### src/rtl/alu_pkg.sv
// Shared types for the sequential ALU:
// opcode and FSM state encodings.
package alu_pkg;

  typedef enum logic [3:0] {
    OP_ADD = 4'd0,
    OP_ADC = 4'd1,
    OP_SUB = 4'd2,
    OP_AND = 4'd3,
    OP_OR  = 4'd4,
    OP_XOR = 4'd5,
    OP_NOT = 4'd6,
    OP_SHL = 4'd7,
    OP_SHR = 4'd8,
    OP_MUL = 4'd9
  } alu_op_t;

  typedef enum logic [1:0] {
    S_IDLE  = 2'd0,
    S_MUL   = 2'd1,
    S_WB_LO = 2'd2,
    S_WB_HI = 2'd3
  } alu_state_t;

endpackage

### src/rtl/shift_add_mul.sv
// Iterative unsigned multiplier, one
// multiplier bit retired per step.
module shift_add_mul #(
  parameter int W  = 8,
  parameter int CW = $clog2(W)
) (
  input  logic            clk,
  input  logic            reset,
  input  logic            load,
  input  logic            step,
  input  logic [W-1:0]    a,
  input  logic [W-1:0]    b,
  output logic [CW-1:0]   count,
  output logic            last,
  output logic [2*W-1:0]  product
);

  logic [W-1:0] mcand;
  logic [W:0]   sum;

  // add multiplicand into upper half when lsb set
  always_comb begin
    sum = {1'b0, product[2*W-1:W]}
        + (product[0] ? {1'b0, mcand} : '0);
  end

  assign last = (count == CW'(W - 1));

  // load operands, then shift right each step
  always_ff @(posedge clk) begin
    if (reset) begin
      product <= '0;
      mcand   <= '0;
      count   <= '0;
    end else if (load) begin
      product <= {{W{1'b0}}, b};
      mcand   <= a;
      count   <= '0;
    end else if (step) begin
      product <= {sum, product[W-1:1]};
      count   <= count + 1'b1;
    end
  end

endmodule

### src/rtl/seq_alu.sv
// Sequential ALU: single-cycle ops write
// back next cycle, MUL runs W steps.
module seq_alu
  import alu_pkg::*;
#(
  parameter int W = 8,
  parameter int D = 4
) (
  input  logic         clk,
  input  logic         reset,
  input  logic         start,
  input  logic [3:0]   op,
  input  logic [W-1:0] acc_in,
  input  logic [W-1:0] reg_in,
  input  logic [D-1:0] reg_sel,
  output logic         busy,
  output logic         done,
  output logic         write_enabled,
  output logic [D-1:0] reg_write_number,
  output logic [W-1:0] reg_write_data,
  output logic         carry_out,
  output logic         zero_out
);

  localparam int CW = $clog2(W);

  alu_state_t       state_q;
  alu_op_t          op_q;
  logic [W-1:0]     a_q;
  logic [W-1:0]     b_q;
  logic [D-1:0]     sel_q;

  logic             mul_load;
  logic             mul_step;
  logic             mul_last;
  logic [CW-1:0]    mul_count;
  logic [2*W-1:0]   product;

  logic [W:0]       sum;
  logic [W-1:0]     res;
  logic             res_c;
  logic             op_ok;

  logic             flag_upd;
  logic             c_nxt;
  logic             z_nxt;

  assign busy     = (state_q != S_IDLE);
  assign mul_load = (state_q == S_IDLE) && start
                  && (alu_op_t'(op) == OP_MUL);
  assign mul_step = (state_q == S_MUL);

  shift_add_mul #(.W(W), .CW(CW)) u_mul (
    .clk     (clk),
    .reset   (reset),
    .load    (mul_load),
    .step    (mul_step),
    .a       (acc_in),
    .b       (reg_in),
    .count   (mul_count),
    .last    (mul_last),
    .product (product)
  );

  // single-cycle result from latched operands
  always_comb begin
    sum   = '0;
    res   = '0;
    res_c = carry_out;
    op_ok = 1'b1;
    case (op_q)
      OP_ADD: begin
        sum   = {1'b0, a_q} + {1'b0, b_q};
        res   = sum[W-1:0];
        res_c = sum[W];
      end
      OP_ADC: begin
        sum   = {1'b0, a_q} + {1'b0, b_q}
              + {{W{1'b0}}, carry_out};
        res   = sum[W-1:0];
        res_c = sum[W];
      end
      OP_SUB: begin
        res   = a_q - b_q;
        res_c = (a_q >= b_q);
      end
      OP_AND: res = a_q & b_q;
      OP_OR:  res = a_q | b_q;
      OP_XOR: res = a_q ^ b_q;
      OP_NOT: res = ~a_q;
      OP_SHL: begin
        res   = {a_q[W-2:0], 1'b0};
        res_c = a_q[W-1];
      end
      OP_SHR: begin
        res   = {1'b0, a_q[W-1:1]};
        res_c = a_q[0];
      end
      default: op_ok = 1'b0;
    endcase
  end

  // write port, done pulse and flag next-values
  always_comb begin
    write_enabled    = 1'b0;
    reg_write_number = '0;
    reg_write_data   = '0;
    done             = 1'b0;
    flag_upd         = 1'b0;
    c_nxt            = carry_out;
    z_nxt            = zero_out;
    case (state_q)
      S_WB_LO: begin
        if (op_q == OP_MUL) begin
          write_enabled  = 1'b1;
          reg_write_data = product[W-1:0];
        end else if (op_ok) begin
          write_enabled  = 1'b1;
          reg_write_data = res;
          done           = 1'b1;
          flag_upd       = 1'b1;
          c_nxt          = res_c;
          z_nxt          = (res == '0);
        end
      end
      S_WB_HI: begin
        write_enabled    = 1'b1;
        reg_write_number = sel_q;
        reg_write_data   = product[2*W-1:W];
        done             = 1'b1;
        flag_upd         = 1'b1;
        c_nxt            = |product[2*W-1:W];
        z_nxt            = (product == '0);
      end
      default: ;
    endcase
  end

  // control FSM and operand capture
  always_ff @(posedge clk) begin
    if (reset) begin
      state_q <= S_IDLE;
      op_q    <= OP_ADD;
      a_q     <= '0;
      b_q     <= '0;
      sel_q   <= '0;
    end else begin
      case (state_q)
        S_IDLE: begin
          if (start) begin
            op_q    <= alu_op_t'(op);
            a_q     <= acc_in;
            b_q     <= reg_in;
            sel_q   <= reg_sel;
            state_q <= (alu_op_t'(op) == OP_MUL)
                     ? S_MUL : S_WB_LO;
          end
        end
        S_MUL: begin
          if (mul_last) state_q <= S_WB_LO;
        end
        S_WB_LO: begin
          state_q <= (op_q == OP_MUL)
                   ? S_WB_HI : S_IDLE;
        end
        S_WB_HI: state_q <= S_IDLE;
        default: state_q <= S_IDLE;
      endcase
    end
  end

  // flags change only at the end of a final write
  always_ff @(posedge clk) begin
    if (reset) begin
      carry_out <= 1'b0;
      zero_out  <= 1'b0;
    end else if (flag_upd) begin
      carry_out <= c_nxt;
      zero_out  <= z_nxt;
    end
  end

endmodule

### config.mk
export PLATFORM = sky130hd
export DESIGN_NAME = seq_alu
export DESIGN_NICKNAME = d
export VERILOG_FILES = /design/src/rtl/alu_pkg.sv /design/src/rtl/shift_add_mul.sv /design/src/rtl/seq_alu.sv
export SDC_FILE = /design/constraint.sdc
export NUM_CORES = 1
export LEC_CHECK = 0
export ABC_AREA = 1
export CORE_MARGIN = 2
export CORE_UTILIZATION = 60
export DETAILED_ROUTE_END_ITERATION = 6
export PLACE_DENSITY_LB_ADDON = 0.05
export REMOVE_ABC_BUFFERS = 1
export SLEW_MARGIN = 5
export SYNTH_ARGS = -nofsm -noshare
export SYNTH_HDL_FRONTEND = slang
export SYNTH_SLANG_ARGS = --single-unit
### constraint.sdc
create_clock -name clk -period 5.2 [get_ports clk]
set_input_delay 1.3 -clock clk [delete_from_list [all_inputs] [get_ports clk]]
set_output_delay 1.3 -clock clk [all_outputs]
set_load 0.005 [all_outputs]
==> impl_results.md, run 1 <==
- Outcome: complete, no violations
- Met2 Use GR: 55.2%
- Number of synthesized flops with an enable pin: 0
- Core box area: 6790 um2
- Cell area after synthesis: 4230 um2
- DRC: 0
- Global-route wire length before repair: 20600 um
- Pleak: 2.20 nW
- Port-buffer cells: 43
- Root Buffer: clkbuf_8
- Overall track demand over capacity in global routing: 34.3%
- ANT nets after route: 0
- CTS resizes: 0
- DIE AREA: 7730 um2
- Cells after Synth: 660
- Largest net degree at the start of global routing: 46
- Reg2reg end: zero_out$_SDFFE_PP0P_
- Antenna Diode Count: 0
- Element type at the critical path start: register
- Clock tree from TritonCTS: yes
- Most frequent cells in the layout: nand2_1, inv_1, dfxtp_1
- Die height: 87.9 um
- RePlAce Congestion: 1.03
- Final hold slack: 464 ps
- Hold Crit Depth: 2
- Fillers: 599
- Clock Skew: 18.4 ps
- Fin crit share: 86.5%
- GRT overflow: 0
- M1 GR Usage: 48.3%
- Synth-to-Final Area Change: 13.0%
- Fmax: 222 MHz
- Worst Hold End: u_mul.mcand[5]$_SDFFE_PP0P_
- CP Class: register to output port
- Area post-placement: 4690 um2
- Hold WC Path Type: register to register
- Mean Syn Cell Area: 6.40 um2
- Dpl hpwl: 10300 um
- WL final: 12900 um
- Worst-path maximum fanout: 7
- # IOs: 44
- Worst reg-to-reg path cell count: 14
- Dpl cells: 781
- Crit. End Element: output port
- Netlist cell types: 41
- Share of layout cells above drive strength 1: 3.90%
- Worst path required time: 3900 ps
- Met3 Use GR: 3.96%
- Synth warnings: 0
- Vias/cell: 5.96
- Finished Layout Cells: 789
- Max_cap viols: 0
- Clock-pin slew on the worst setup and hold paths: 110 ps
- Top_reg_cell synth: dfxtp_1
- WL per Instance: 16.4 um
- Total CTS buffers: 5
- P per Cell Area: 232 nW/um2
- Final min period: 4500 ps
- Final Max Tran Viols: 0
- H-tree levels: 2
- Die Width: 87.9 um
- Final instance area: 4770 um2
- # nets final: 758
- Core Util, Final: 70.3%
- Initial antenna violation count: 0
- Total power: 1.11 mW
- Via count: 4705
- Post-Route Setup TNS: 0 ps
- Vias in the first global route: 4187
- Num Clock Sinks: 55
- Max Buffers Root-to-Sink: 2
- Measured slew at the worst slew-check pin: 920 ps
- Hold-fix buffers, CTS: 0
- Register area share after synthesis: 26.1%
- Flops & latches, synth: 55
- Later-pin clock latency in the skew report: 320 ps
- Critical R2R Launch: b_q[0]$_SDFFE_PP0P_
- VDD IR-drop max: 0.000140 V
- Normalized max-slew margin: 38.6%
- Final Setup Violations: 0
- Pre-antenna DRT Iters: 5
- Final worst setup slack: 700 ps
- RSZ-0062 raised after global routing: no
- Hold Violations, Final: 0
- Starting density of the core: 62.2%
- Most common cell after layout, fill and taps aside: nand2_1
- Ys async rst share: 0%
- Worst hold start: u_mul.mcand[5]$_SDFFE_PP0P_
- DP Worst Slack: 1110 ps
- Post-CTS setup buffers: 0
- Worst reg-to-reg setup slack: 2600 ps
- Row cnt: 30
- Starting DRT DRC Count: 519
- Crit path DAT: 3200 ps
- Busiest grt layer: met2
[power by group]
part	switching [mW]	internal [mW]
Combinational	0.256	0.138
Clock	0.149	0.0972
Sequential	0.0227	0.444
Total	0.427	0.679
[synthesized netlist by cell type (all sizes together), types with 2 or more instances]
library cell,n,area share (%)
o21bai,2,0.36
nand4,13,1.9
nor4,4,0.59
nor2,62,6.1
clkbuf,11,0.98
nand2,173,16
buf,8,1.4
ha,36,11
nand3,42,5.0
xor2,6,1.4
nor3,7,0.83
a21oi,47,5.7
dfxtp,55,26
o22ai,8,1.2
o211ai,3,0.53
or2,4,0.59
o221ai,7,1.5
a31oi,9,1.3
o21ai,53,6.4
fa,3,1.4
nand3b,5,0.89
inv,94,8.3
[how the worst max path moves through the flow]
stage	startpoint	endpoint	slack, ps
2_1_floorplan	a_q[0]$_SDFFE_PP0P_	reg_write_data[7]	1870
3_3_place_gp	a_q[1]$_SDFFE_PP0P_	reg_write_data[7]	1140
3_5_place_dp	a_q[1]$_SDFFE_PP0P_	reg_write_data[7]	1110
4_1_cts	a_q[1]$_SDFFE_PP0P_	reg_write_data[7]	760
5_1_grt	a_q[2]$_SDFFE_PP0P_	reg_write_data[7]	450
6_report	a_q[1]$_SDFFE_PP0P_	reg_write_data[7]	700
[area by class of cell]
type / count / area [um2] / area share, %
Multi-Input combinational cell: 491 / 2670 / 55.9
Timing Repair Buffer: 44 / 438 / 9.17
Sequential cell: 55 / 1100 / 23.1
Clock inverter: 2 / 16.3 / 0.341
Tap cell: 96 / 120 / 2.52
Inverter: 95 / 357 / 7.47
Clock buffer: 6 / 72.6 / 1.52
[state kept, by name, indices dropped and copies added (netlist names)]
register / count
a_q: 8
b_q: 8
carry_out: 1
op_q: 4
sel_q: 4
state_q: 2
u_mul.count: 3
u_mul.mcand: 8
u_mul.product: 16
zero_out: 1
[cell families (layout without fill, tap and decap cells)]
kind of cell,after synthesis,in the layout,synth area share [%]
adder cells (fa/ha/maj),39,39,12.1
AND/OR/NAND/NOR,311,311,31.7
buffers and inverters,114,147,10.8
AO/OA/AOI/OAI,135,135,18.0
flip-flops,55,55,26.1
XOR/XNOR,6,6,1.42
[routing by layer]
layer	share of wire (%)	up-vias
li1	-	2233
met1	43	2142
met2	45	283
met3	9.5	47
met4	2.8	0
met5	0	-
[critical path, stage by stage (launching register included)]
cell	delay, ps
dfxtp_1	530
inv_1	160
ha_1	370
nand3_1	120
nand3_1	130
nand2_1	60
nand2_1	150
nand3_1	120
nor2_1	170
nand2_1	80
nand2_1	60
nand3_1	60
nand2_1	100
inv_1	60
o221ai_1	170
clkdlybuf4s50_1	550
(Power assumes the default switching activity.)
==> run 2: changes to the inputs <==
- ABC_CLOCK_PERIOD_IN_PS: not set -> 5200
==> results of run 2 <==
The final DEF is identical to that of run 1; final timing and power are the same.
==> run 3: changes to the inputs <==
- CAP_MARGIN: not set -> 30
- CORE_MARGIN: 2 -> 5
==> run 3 against run 2 <==
The flow now finishes with violations (design-rule violations). Routed wire length shrank 1.2%. Largest cell class unchanged. Die area grew 14%. Hold slack lost 8.9 ps. Highest routed layer unchanged. Critical endpoint unchanged. Sequential cell count is the same. Sequential power is essentially flat.
==> impl_results.md, run 3 (synthesis results as in run 1) <==
- Via count: 4554
- WL final: 12800 um
- ANT nets after route: 0
- Max reg flops: 16
- Most common cell after layout, fill and taps aside: nand2_1
- Clock tree from TritonCTS: yes
- Reg with most FFs: u_mul.product
- Largest net degree at the start of global routing: 46
- Crit path DAT: 3250 ps
- H-tree levels: 2
- Element type at the critical path start: register
- WL per Instance: 16.2 um
- Worst path required time: 3900 ps
- Normalized max-slew margin: 41.0%
- Met2 wire length: 5490 um
- Max Used Layer: met4
- Starting density of the core: 61.9%
- Dpl hpwl: 10200 um
- Final min period: 4550 ps
- Fin crit share: 87.5%
- Die height: 93.9 um
- Hold WC Path Type: register to register
- Final instance area: 4790 um2
- Port-buffer cells: 43
- WL met3: 1300 um
- RePlAce Congestion: 1.06
- Later-pin clock latency in the skew report: 310 ps
- Die Width: 93.9 um
- Final Setup Violations: 0
- Outcome: complete, but fails checks
- Core box area: 6830 um2
- Final worst setup slack: 649 ps
- Initial antenna violation count: 0
- RSZ-0062 raised after global routing: no
- Hold-fix buffers, CTS: 0
- CP Class: register to output port
- Pleak: 2.21 nW
- # nets final: 758
- Post-CTS setup buffers: 0
- Hold Crit Depth: 2
- Final Max Tran Viols: 0
- Clock-pin slew on the worst setup and hold paths: 110 ps
- Overall track demand over capacity in global routing: 29.4%
- Row cnt: 30
- DRC: 1
- Max Buffers Root-to-Sink: 2
- Measured slew at the worst slew-check pin: 884 ps
- Worst-path maximum fanout: 8
- P per Cell Area: 233 nW/um2
- Num Clock Sinks: 55
- Starting DRT DRC Count: 560
- GRT overflow: 0
- CTS resizes: 0
- Pre-antenna DRT Iters: 7
- Share of layout cells above drive strength 1: 4.04%
- Most frequent cells in the layout: nand2_1, inv_1, dfxtp_1
- Synth-to-Final Area Change: 13.3%
- VDD IR-drop max: 0.000136 V
- Vias in the first global route: 4161
- Max_cap viols: 0
- Failing checks: design-rule violations
- Fmax: 220 MHz
- Post-Route Setup TNS: 0 ps
- Global-route wire length before repair: 20500 um
- Root Buffer: clkbuf_8
- Worst reg-to-reg path cell count: 15
- DP Worst Slack: 1050 ps
- Hold Violations, Final: 0
- Total CTS buffers: 5
- Vias/cell: 5.77
- Core Util, Final: 70.1%
- Antenna Diode Count: 0
- DIE AREA: 8820 um2
- # IOs: 44
- Crit. End Element: output port
- Worst reg-to-reg setup slack: 2620 ps
- DRT met1 WL: 5730 um
- Total power: 1.12 mW
- Clock Skew: 5.95 ps
- Area post-placement: 4690 um2
-- run 3: area by class of cell --
class                   count  area (um2)
clock inverters             3        33.8
multi-input cells         491        2670
clock buffers               5        68.8
repair buffers             44         438
well taps                  96         120
inverters                  95         357
flip-flops and latches     55        1100
fillers                   620        2040
-- run 3: power breakdown --
| group | total [mW] | internal [mW] | switching, mW | leakage [nW] |
|---|---|---|---|---|
| sequential | 0.466 | 0.444 | 0.0217 | 0.450 |
| clock | 0.259 | 0.102 | 0.158 | 0.0515 |
| combinational | 0.391 | 0.136 | 0.254 | 1.71 |
-- run 3: through the flow --
stage / hold slack [ps] / std cells
final: 455 / 789
after global routing: 484 / 789
after CTS: 454 / 789
after detailed placement: 433 / 781
after global placement: 430 / 781
after floorplan: 419 / 641
-- run 3: path summary, 6_finish.rpt --
check                              startpoint                          end
setup / recovery          a_q[2]$_SDFFE_PP0P_            reg_write_data[7]
setup reg to reg          a_q[2]$_SDFFE_PP0P_        zero_out$_SDFFE_PP0P_
hold reg to reg   u_mul.mcand[0]$_SDFFE_PP0P_  u_mul.mcand[0]$_SDFFE_PP0P_
hold / removal    u_mul.mcand[0]$_SDFFE_PP0P_  u_mul.mcand[0]$_SDFFE_PP0P_
-- run 3: critical path, cell delays in order (launching register included) --
cell	delay [ps]
dfxtp_1	390
inv_1	130
ha_1	500
nand2_1	150
nand3_1	150
nand2_1	60
nand2_1	160
nand3_1	120
nor2_1	170
nand2_1	70
nand2_1	60
nand3_1	70
nand2_1	100
inv_1	60
o221ai_1	180
clkdlybuf4s50_1	550
-- run 3: routing by layer --
layer / GRT usage, % / up-vias
li1: - / 2242
met3: 6.41 / 24
met1: 42.1 / 2030
met5: 0 / -
met2: 44.5 / 258
met4: 7.70 / 0
